$ cat config.mk
export PLATFORM = sky130hd
export DESIGN_NAME = sopc_mem_arbiter
export DESIGN_NICKNAME = d
export VERILOG_FILES = /design/src/rtl/sopc_mem_arbiter.sv
export SDC_FILE = /design/constraint.sdc
export NUM_CORES = 1
export LEC_CHECK = 0
export CAP_MARGIN = 10
export CORE_UTILIZATION = 39
export CTS_CLUSTER_SIZE = 40
export DETAILED_ROUTE_END_ITERATION = 6
export GPL_ROUTABILITY_DRIVEN = 0
export GPL_TIMING_DRIVEN = 0
export PLACE_DENSITY = 0.81
export SLEW_MARGIN = 20
export SYNTH_ARGS = -nofsm -noshare
export SYNTH_HDL_FRONTEND = slang
export SYNTH_SLANG_ARGS = --single-unit
export TNS_END_PERCENT = 5
$ cat constraint.sdc
create_clock -name clk -period 4.62 [get_ports clk]
set_clock_uncertainty 0.1 [all_clocks]
set_input_delay 0.462 -clock clk [delete_from_list [all_inputs] [get_ports clk]]
set_output_delay 0.462 -clock clk [all_outputs]
set_load 0.02 [all_outputs]
$ cat src/rtl/sopc_mem_arbiter.sv
// Round-robin arbiter that funnels NUM_MASTERS bus masters onto a single memory port.
// Optional macro ARB_TIMEOUT_EN aborts a stalled transaction after TIMEOUT_CYCLES with m_err.
module sopc_mem_arbiter #(
    parameter int                    NUM_MASTERS    = 2,
    parameter int                    ADDR_WIDTH     = 32,
    parameter int                    DATA_WIDTH     = 32,
    parameter logic [ADDR_WIDTH-1:0] MEM_BASE       = 32'h8000_0000,
    parameter int                    TIMEOUT_CYCLES = 16,
    localparam int                   MASK_WIDTH     = DATA_WIDTH / 8
) (
    input  logic                              clk,
    input  logic                              rst,
    input  logic [NUM_MASTERS-1:0]            m_req,
    input  logic [NUM_MASTERS-1:0]            m_we,
    input  logic [NUM_MASTERS*ADDR_WIDTH-1:0] m_addr,
    input  logic [NUM_MASTERS*DATA_WIDTH-1:0] m_wdata,
    input  logic [NUM_MASTERS*MASK_WIDTH-1:0] m_mask,
    output logic [NUM_MASTERS*DATA_WIDTH-1:0] m_rdata,
    output logic [NUM_MASTERS-1:0]            m_ready,
    output logic [NUM_MASTERS-1:0]            m_err,
    output logic                              mem_req,
    output logic                              mem_we,
    output logic [ADDR_WIDTH-1:0]             mem_addr,
    output logic [DATA_WIDTH-1:0]             mem_wdata,
    output logic [MASK_WIDTH-1:0]             mem_mask,
    input  logic [DATA_WIDTH-1:0]             mem_rdata,
    input  logic                              mem_ack
);

    localparam int GW = (NUM_MASTERS > 1) ? $clog2(NUM_MASTERS) : 1;

    typedef enum logic [1:0] {
        IDLE = 2'd0,
        BUSY = 2'd1,
        DONE = 2'd2
    } state_t;

    state_t                          state_r;
    state_t                          next_state_s;
    logic [GW-1:0]                   grant_r;
    logic [GW-1:0]                   last_grant_r;
    logic [GW-1:0]                   pick_s;
    logic [GW-1:0]                   idx_s;
    logic                            any_req_s;
    logic                            timeout_s;
    logic                            mem_req_s;
    logic                            mem_we_s;
    logic [ADDR_WIDTH-1:0]           mem_addr_s;
    logic [DATA_WIDTH-1:0]           mem_wdata_s;
    logic [MASK_WIDTH-1:0]           mem_mask_s;
    logic [NUM_MASTERS*DATA_WIDTH-1:0] rdata_s;
    logic [NUM_MASTERS-1:0]          ready_s;
    logic [NUM_MASTERS-1:0]          err_s;

    // Round-robin search starting one past the most recently served master
    always_comb begin
        pick_s    = '0;
        idx_s     = '0;
        any_req_s = 1'b0;
        for (int k = 1; k <= NUM_MASTERS; k++) begin
            idx_s = GW'((int'(last_grant_r) + k) % NUM_MASTERS);
            if (!any_req_s && m_req[idx_s]) begin
                any_req_s = 1'b1;
                pick_s    = idx_s;
            end else begin
                any_req_s = any_req_s;
            end
        end
    end

`ifdef ARB_TIMEOUT_EN
    localparam int TW = $clog2(TIMEOUT_CYCLES + 1);
    logic [TW-1:0] tmo_cnt_r;

    // BUSY-cycle counter, cleared whenever the FSM leaves BUSY
    always_ff @(posedge clk or posedge rst) begin
        if (rst) begin
            tmo_cnt_r <= '0;
        end else if (state_r == BUSY) begin
            tmo_cnt_r <= tmo_cnt_r + 1'b1;
        end else begin
            tmo_cnt_r <= '0;
        end
    end

    // The TIMEOUT_CYCLES-th BUSY cycle without an ack ends the transaction
    assign timeout_s = (state_r == BUSY) && !mem_ack &&
                       (tmo_cnt_r == TW'(TIMEOUT_CYCLES - 1));
`else
    assign timeout_s = 1'b0;
`endif

    // State register
    always_ff @(posedge clk or posedge rst) begin
        if (rst) begin
            state_r <= IDLE;
        end else begin
            state_r <= next_state_s;
        end
    end

    // Next-state logic; mem_ack only matters while BUSY
    always_comb begin
        next_state_s = state_r;
        case (state_r)
            IDLE: begin
                if (any_req_s) begin
                    next_state_s = BUSY;
                end else begin
                    next_state_s = IDLE;
                end
            end
            BUSY: begin
                if (mem_ack || timeout_s) begin
                    next_state_s = DONE;
                end else begin
                    next_state_s = BUSY;
                end
            end
            DONE:    next_state_s = IDLE;
            default: next_state_s = IDLE;
        endcase
    end

    // Next values of the registered outputs; the mem_* registers double as the latched request
    always_comb begin
        mem_req_s   = 1'b0;
        mem_we_s    = 1'b0;
        mem_addr_s  = '0;
        mem_wdata_s = '0;
        mem_mask_s  = '0;
        rdata_s     = m_rdata;
        ready_s     = '0;
        err_s       = '0;
        case (state_r)
            IDLE: begin
                if (any_req_s) begin
                    mem_req_s   = 1'b1;
                    mem_we_s    = m_we[pick_s];
                    mem_addr_s  = m_addr[pick_s*ADDR_WIDTH +: ADDR_WIDTH] - MEM_BASE;
                    mem_wdata_s = m_wdata[pick_s*DATA_WIDTH +: DATA_WIDTH];
                    mem_mask_s  = m_mask[pick_s*MASK_WIDTH +: MASK_WIDTH];
                end else begin
                    mem_req_s   = 1'b0;
                end
            end
            BUSY: begin
                if (mem_ack) begin
                    ready_s[grant_r] = 1'b1;
                    if (!mem_we) begin
                        rdata_s[grant_r*DATA_WIDTH +: DATA_WIDTH] = mem_rdata;
                    end else begin
                        rdata_s = m_rdata;
                    end
                end else if (timeout_s) begin
                    ready_s[grant_r] = 1'b1;
                    err_s[grant_r]   = 1'b1;
                    rdata_s[grant_r*DATA_WIDTH +: DATA_WIDTH] = '0;
                end else begin
                    mem_req_s   = 1'b1;
                    mem_we_s    = mem_we;
                    mem_addr_s  = mem_addr;
                    mem_wdata_s = mem_wdata;
                    mem_mask_s  = mem_mask;
                end
            end
            DONE:    ready_s = '0;
            default: ready_s = '0;
        endcase
    end

    // Output registers and grant bookkeeping
    always_ff @(posedge clk or posedge rst) begin
        if (rst) begin
            mem_req      <= 1'b0;
            mem_we       <= 1'b0;
            mem_addr     <= '0;
            mem_wdata    <= '0;
            mem_mask     <= '0;
            m_rdata      <= '0;
            m_ready      <= '0;
            m_err        <= '0;
            grant_r      <= '0;
            last_grant_r <= GW'(NUM_MASTERS - 1);
        end else begin
            mem_req   <= mem_req_s;
            mem_we    <= mem_we_s;
            mem_addr  <= mem_addr_s;
            mem_wdata <= mem_wdata_s;
            mem_mask  <= mem_mask_s;
            m_rdata   <= rdata_s;
            m_ready   <= ready_s;
            m_err     <= err_s;
            if (state_r == IDLE && any_req_s) begin
                grant_r <= pick_s;
            end else begin
                grant_r <= grant_r;
            end
            if (state_r == DONE) begin
                last_grant_r <= grant_r;
            end else begin
                last_grant_r <= last_grant_r;
            end
        end
    end

endmodule

==> summary by stage <==
Run status
The run finished with clean final reports.

Drt
For this block, the via count after detailed routing is between 4,000 and 5,000. The residual antenna-violating net count after detailed routing is 0. The violation count after the first detailed-routing iteration is 208. In the final routed layout, each cell accounts on average for between 15 and 20 um. The aggregate routed wire length is roughly 17 mm. In the routed layout, each cell is associated on average with a via count of between 5 and 6. In the routed design, unresolved DRC markers number 0. The first detailed-routing pass ran for 6 iterations.

Global route
The wire length of the first global-routing pass is between 20 and 30 mm. Entering global routing, the biggest net connects 97 pins. The overall fraction of global-route tracks in use is 0.2381.

The number of antenna violations at the first check in global routing is 0. Global routing finished with a remaining overflow of 0. The via count of the first global-routing pass is between 5,000 and 6,000.

Synth
After synthesis, the share of cell area in mux cells is 0.1323. The post-synthesis cell type count is 25. Of the total synthesized cell area, the portion taken by full adders, half adders and majority gates is 0. The synthesized flop and latch total is around 140. The Yosys warning count is 0. The count of mapped cells out of synthesis is 392. The share of the Yosys chip area taken by registers is 0.6192. In this run the mean area of a mapped cell was approximately 14 um2. The post-synth design cell area is approximately 5600 um2. Of the total synthesized cell area, the portion taken by AND, OR, NAND and NOR gates is 0.09285. The xor/xnor cell area share of the yosys netlist is 0. After synthesis, the largest family of logic cells by area is multiplexers. The fraction of the mapped netlist area in compound gates is 0.1260.

Power
Of the total power, combinational logic draws 0.458. The power per cell area is between 600 and 700 nW/um2. The leakage power total is slightly above 0.004 uW.

The switching power as a share of total power is 0.3454. The fraction of power consumed by sequential logic is 0.324. The design draws roughly 6300 uW. Across the VDD grid, the largest voltage drop is slightly below 0.3 mV. The share of total power dissipated in the clock network is 0.218. The internal power summed over all cells is ~4100 uW.

The net switching power of the design is approximately 2200 uW.

Timing
The least setup slack across all paths after layout is 2.539 ns. Measured against its own limit, the worst slew margin works out to 0.5532. The worst hold slack across all endpoints is 0.3464 ns.

The final number of setup-violating endpoints is 0. At the pin with the least slew margin, the transition time is ~0.67 ns. Setup repair after global routing left no endpoint under its margin.

The achievable clock frequency is a little under 500 MHz. The final count of pins violating max slew was 0. The final setup TNS is 0 ns.

The fraction of the cycle the final worst path needs is 0.4504. The number of hold-slack violations in the final timing report is 0. The time the final worst path needs with I/O delays and setup is around 2.1 ns.

Setup path
The number of cells on the worst reg-to-reg path is 5. The largest fanout on the critical path is 10. Traced cell by cell, the critical path runs through clkdlybuf4s50_1 > a21bo_2 > nor3_2 > buf_2 > buf_2 > a221o_1. In this run the critical register-to-register path is launched from last_grant_r$_DFFE_PP1N_.

The dominant cell type by count on the critical path is buf_2. On the critical path, the stage with the largest delay is an instance of clkdlybuf4s50_1. The worst setup path is launched from an input port. The delay contributed by the slowest stage of the critical path is 0.51 ns. The critical path capture point type is a register. The type of the worst setup path is input port to register. STA puts the critical path data required time at 4.87 ns. The category of cells accounting for the largest share of critical-path delay is buffers and inverters. The buffer and inverter count on the worst path is 3.

The worst register-to-register path ends at mem_addr[21]$_DFFE_PP0P_. The arrival time of the worst setup path is around 2.3 ns. In this run the register-to-register setup slack is ~2.6 ns.

Floorplanning
The floorplan has 43 rows. The floorplan step defined a die boundary enclosing ~15,000 um2. The initial cell density of the core is 0.4017. During I/O placement, the number of pins put on the boundary was 313. The vertical extent of the die is about 120 um.

The core outline area is about 14,000 um2. The overall die width is approximately 120 um.

Placement
The count of buffers added on input and output ports is 310. OpenSTA, run right after detailed placement, puts the worst setup slack at roughly 1.7 ns. After legalization and detailed placement, the total HPWL measured 13.00 mm.

Clock network
The clock latency reported for the late side of the worst-skew pair is 0.40 ns. The total of cells resized after clock tree synthesis is 0. After clock tree synthesis, the setup repair step added 0 buffers. The clock transition time at the flip-flop clock pins of the worst setup and hold paths is roughly 0.060 ns. CTS placed an instance of clkbuf_16 at the clock tree root.

The clock sink count is 139. The number of buffers inserted by hold repair at cts is 0. The clock buffer count from CTS is 17. TritonCTS built the clock tree.

The longest clock path from root to sink contains 2 buffers. The H-tree generated during clock tree synthesis spans 4 levels.

Layout
The number of nets in the layout is 898. Relative to the synthesized area, the layout overhead comes to 70.81%. The final core utilization is 0.6861. The share of cells above drive strength 1 is 0.1603. The number of antenna diodes is 0.

Min path
In this run the worst hold path is classified as input port to async pin.

Run
The max capacitance violation total is 0.
worst max path at each step:
stage                     slack (ns)  cells after the start                         to     start
after floorplan                 0.34                      1        grant_r$_DFFE_PP0P_       rst
after global placement         -1.35                      2  mem_wdata[17]$_DFFE_PP0P_       rst
after detailed placement        1.66                      5   mem_addr[24]$_DFFE_PP0P_   mem_ack
after CTS                       2.10                      5   mem_addr[24]$_DFFE_PP0P_   mem_ack
after global routing            2.36                      6    mem_addr[8]$_DFFE_PP0P_  m_req[1]
final                           2.54                      6    mem_addr[6]$_DFFE_PP0P_  m_req[1]
sequential cells by signal (all words and copies together) (netlist names):
name	cells
grant_r	1
last_grant_r	1
m_rdata	64
mem_mask	4
mem_we	1
state_r	2
mem_wdata	32
m_ready	2
mem_addr	32
cell families after synthesis:
logic type / Yosys count
AOI/OAI and AO/OA: 72
buffers and inverters: 32
DFF: 139
muxes: 66
other: 1
and+or+nand+nor: 82
metrics by stage:
step           std cells  cell area, um2
2_1_floorplan        393            5623
3_3_place_gp         883            8951
4_1_cts              916            9593
3_5_place_dp         884            8986
5_1_grt              916            9598
6_report             916            9598
cell type report:
class,count,area (um2)
well taps,180,225.2
repair buffers,311,3131
clock inverters,14,167.7
fillers,973,4390
inverters,1,11.26
clock buffers,18,439.2
plain buffers,31,158.9
flip-flops and latches,139,3480
multi-input cells,222,1986
synthesized netlist by cell type:
cell type / n / area share
a221o_1: 68 / 0.12
conb_1: 1 / 0.00067
dfstp_2: 1 / 0.0047
inv_1: 1 / 0.00067
o21ai_0: 2 / 0.0018
and3_1: 2 / 0.0022
clkbuf_1: 17 / 0.011
nor2_1: 1 / 0.00067
nand2b_1: 3 / 0.0033
nor3b_1: 1 / 0.0013
a21o_1: 1 / 0.0013
nor2b_1: 2 / 0.0022
dfrtp_1: 138 / 0.61
nand4b_1: 1 / 0.0016
a21bo_2: 1 / 0.0018
clkbuf_2: 1 / 0.00089
nand2_1: 1 / 0.00067
mux2_2: 65 / 0.13
buf_4: 5 / 0.0067
mux2_1: 1 / 0.0020
and4bb_2: 1 / 0.0022
buf_6: 2 / 0.0040
and2_1: 69 / 0.077
buf_2: 6 / 0.0053
nor3_2: 1 / 0.0018
power by group through the flow:
stage,registers [uW],logic [uW],clock network (uW)
finish,2050,2900,1380
global route,2120,3070,1460
CTS,2050,2930,1400
detailed placement,2050,2920,0
global placement,2020,2870,0
floorplan,2660,806,0
worst reg2reg max path, delay by kind of cell (launching register included):
family	cells	cell delay (ns)
AOI/OAI and AO/OA	1	0.27
buffers and inverters	2	0.74
DFF	1	0.54
and+or+nand+nor	2	0.29
per-layer routing:
layer  global-route usage  part of all wire
met1               0.2648              0.37
met2               0.4290              0.53
met3              0.06929             0.077
met4              0.08410             0.018
met5                    0                 0
cells in the final DEF, fill, tap and decap left out:
cell	n
inv_8	1
buf_16	1
clkbuf_2	1
nand2b_1	3
bufinv_16	3
clkdlybuf4s50_1	310
buf_6	2
conb_1	2
dfrtp_1	138
o21ai_0	2
clkbuf_8	1
and2_1	69
and4bb_2	1
nor3_2	1
nand2_1	1
a221o_1	68
inv_6	2
clkbuf_1	17
clkinv_4	2
buf_2	6
nor3b_2	1
dfstp_2	1
nor2b_1	2
buf_4	5
mux2_1	1
clkbuf_16	17
clkinv_2	4
nor2_1	1
clkinvlp_4	3
a21o_1	1
nand4b_1	1
a21bo_2	1
mux2_2	65
and3_1	2
(Power assumes the default switching activity.)
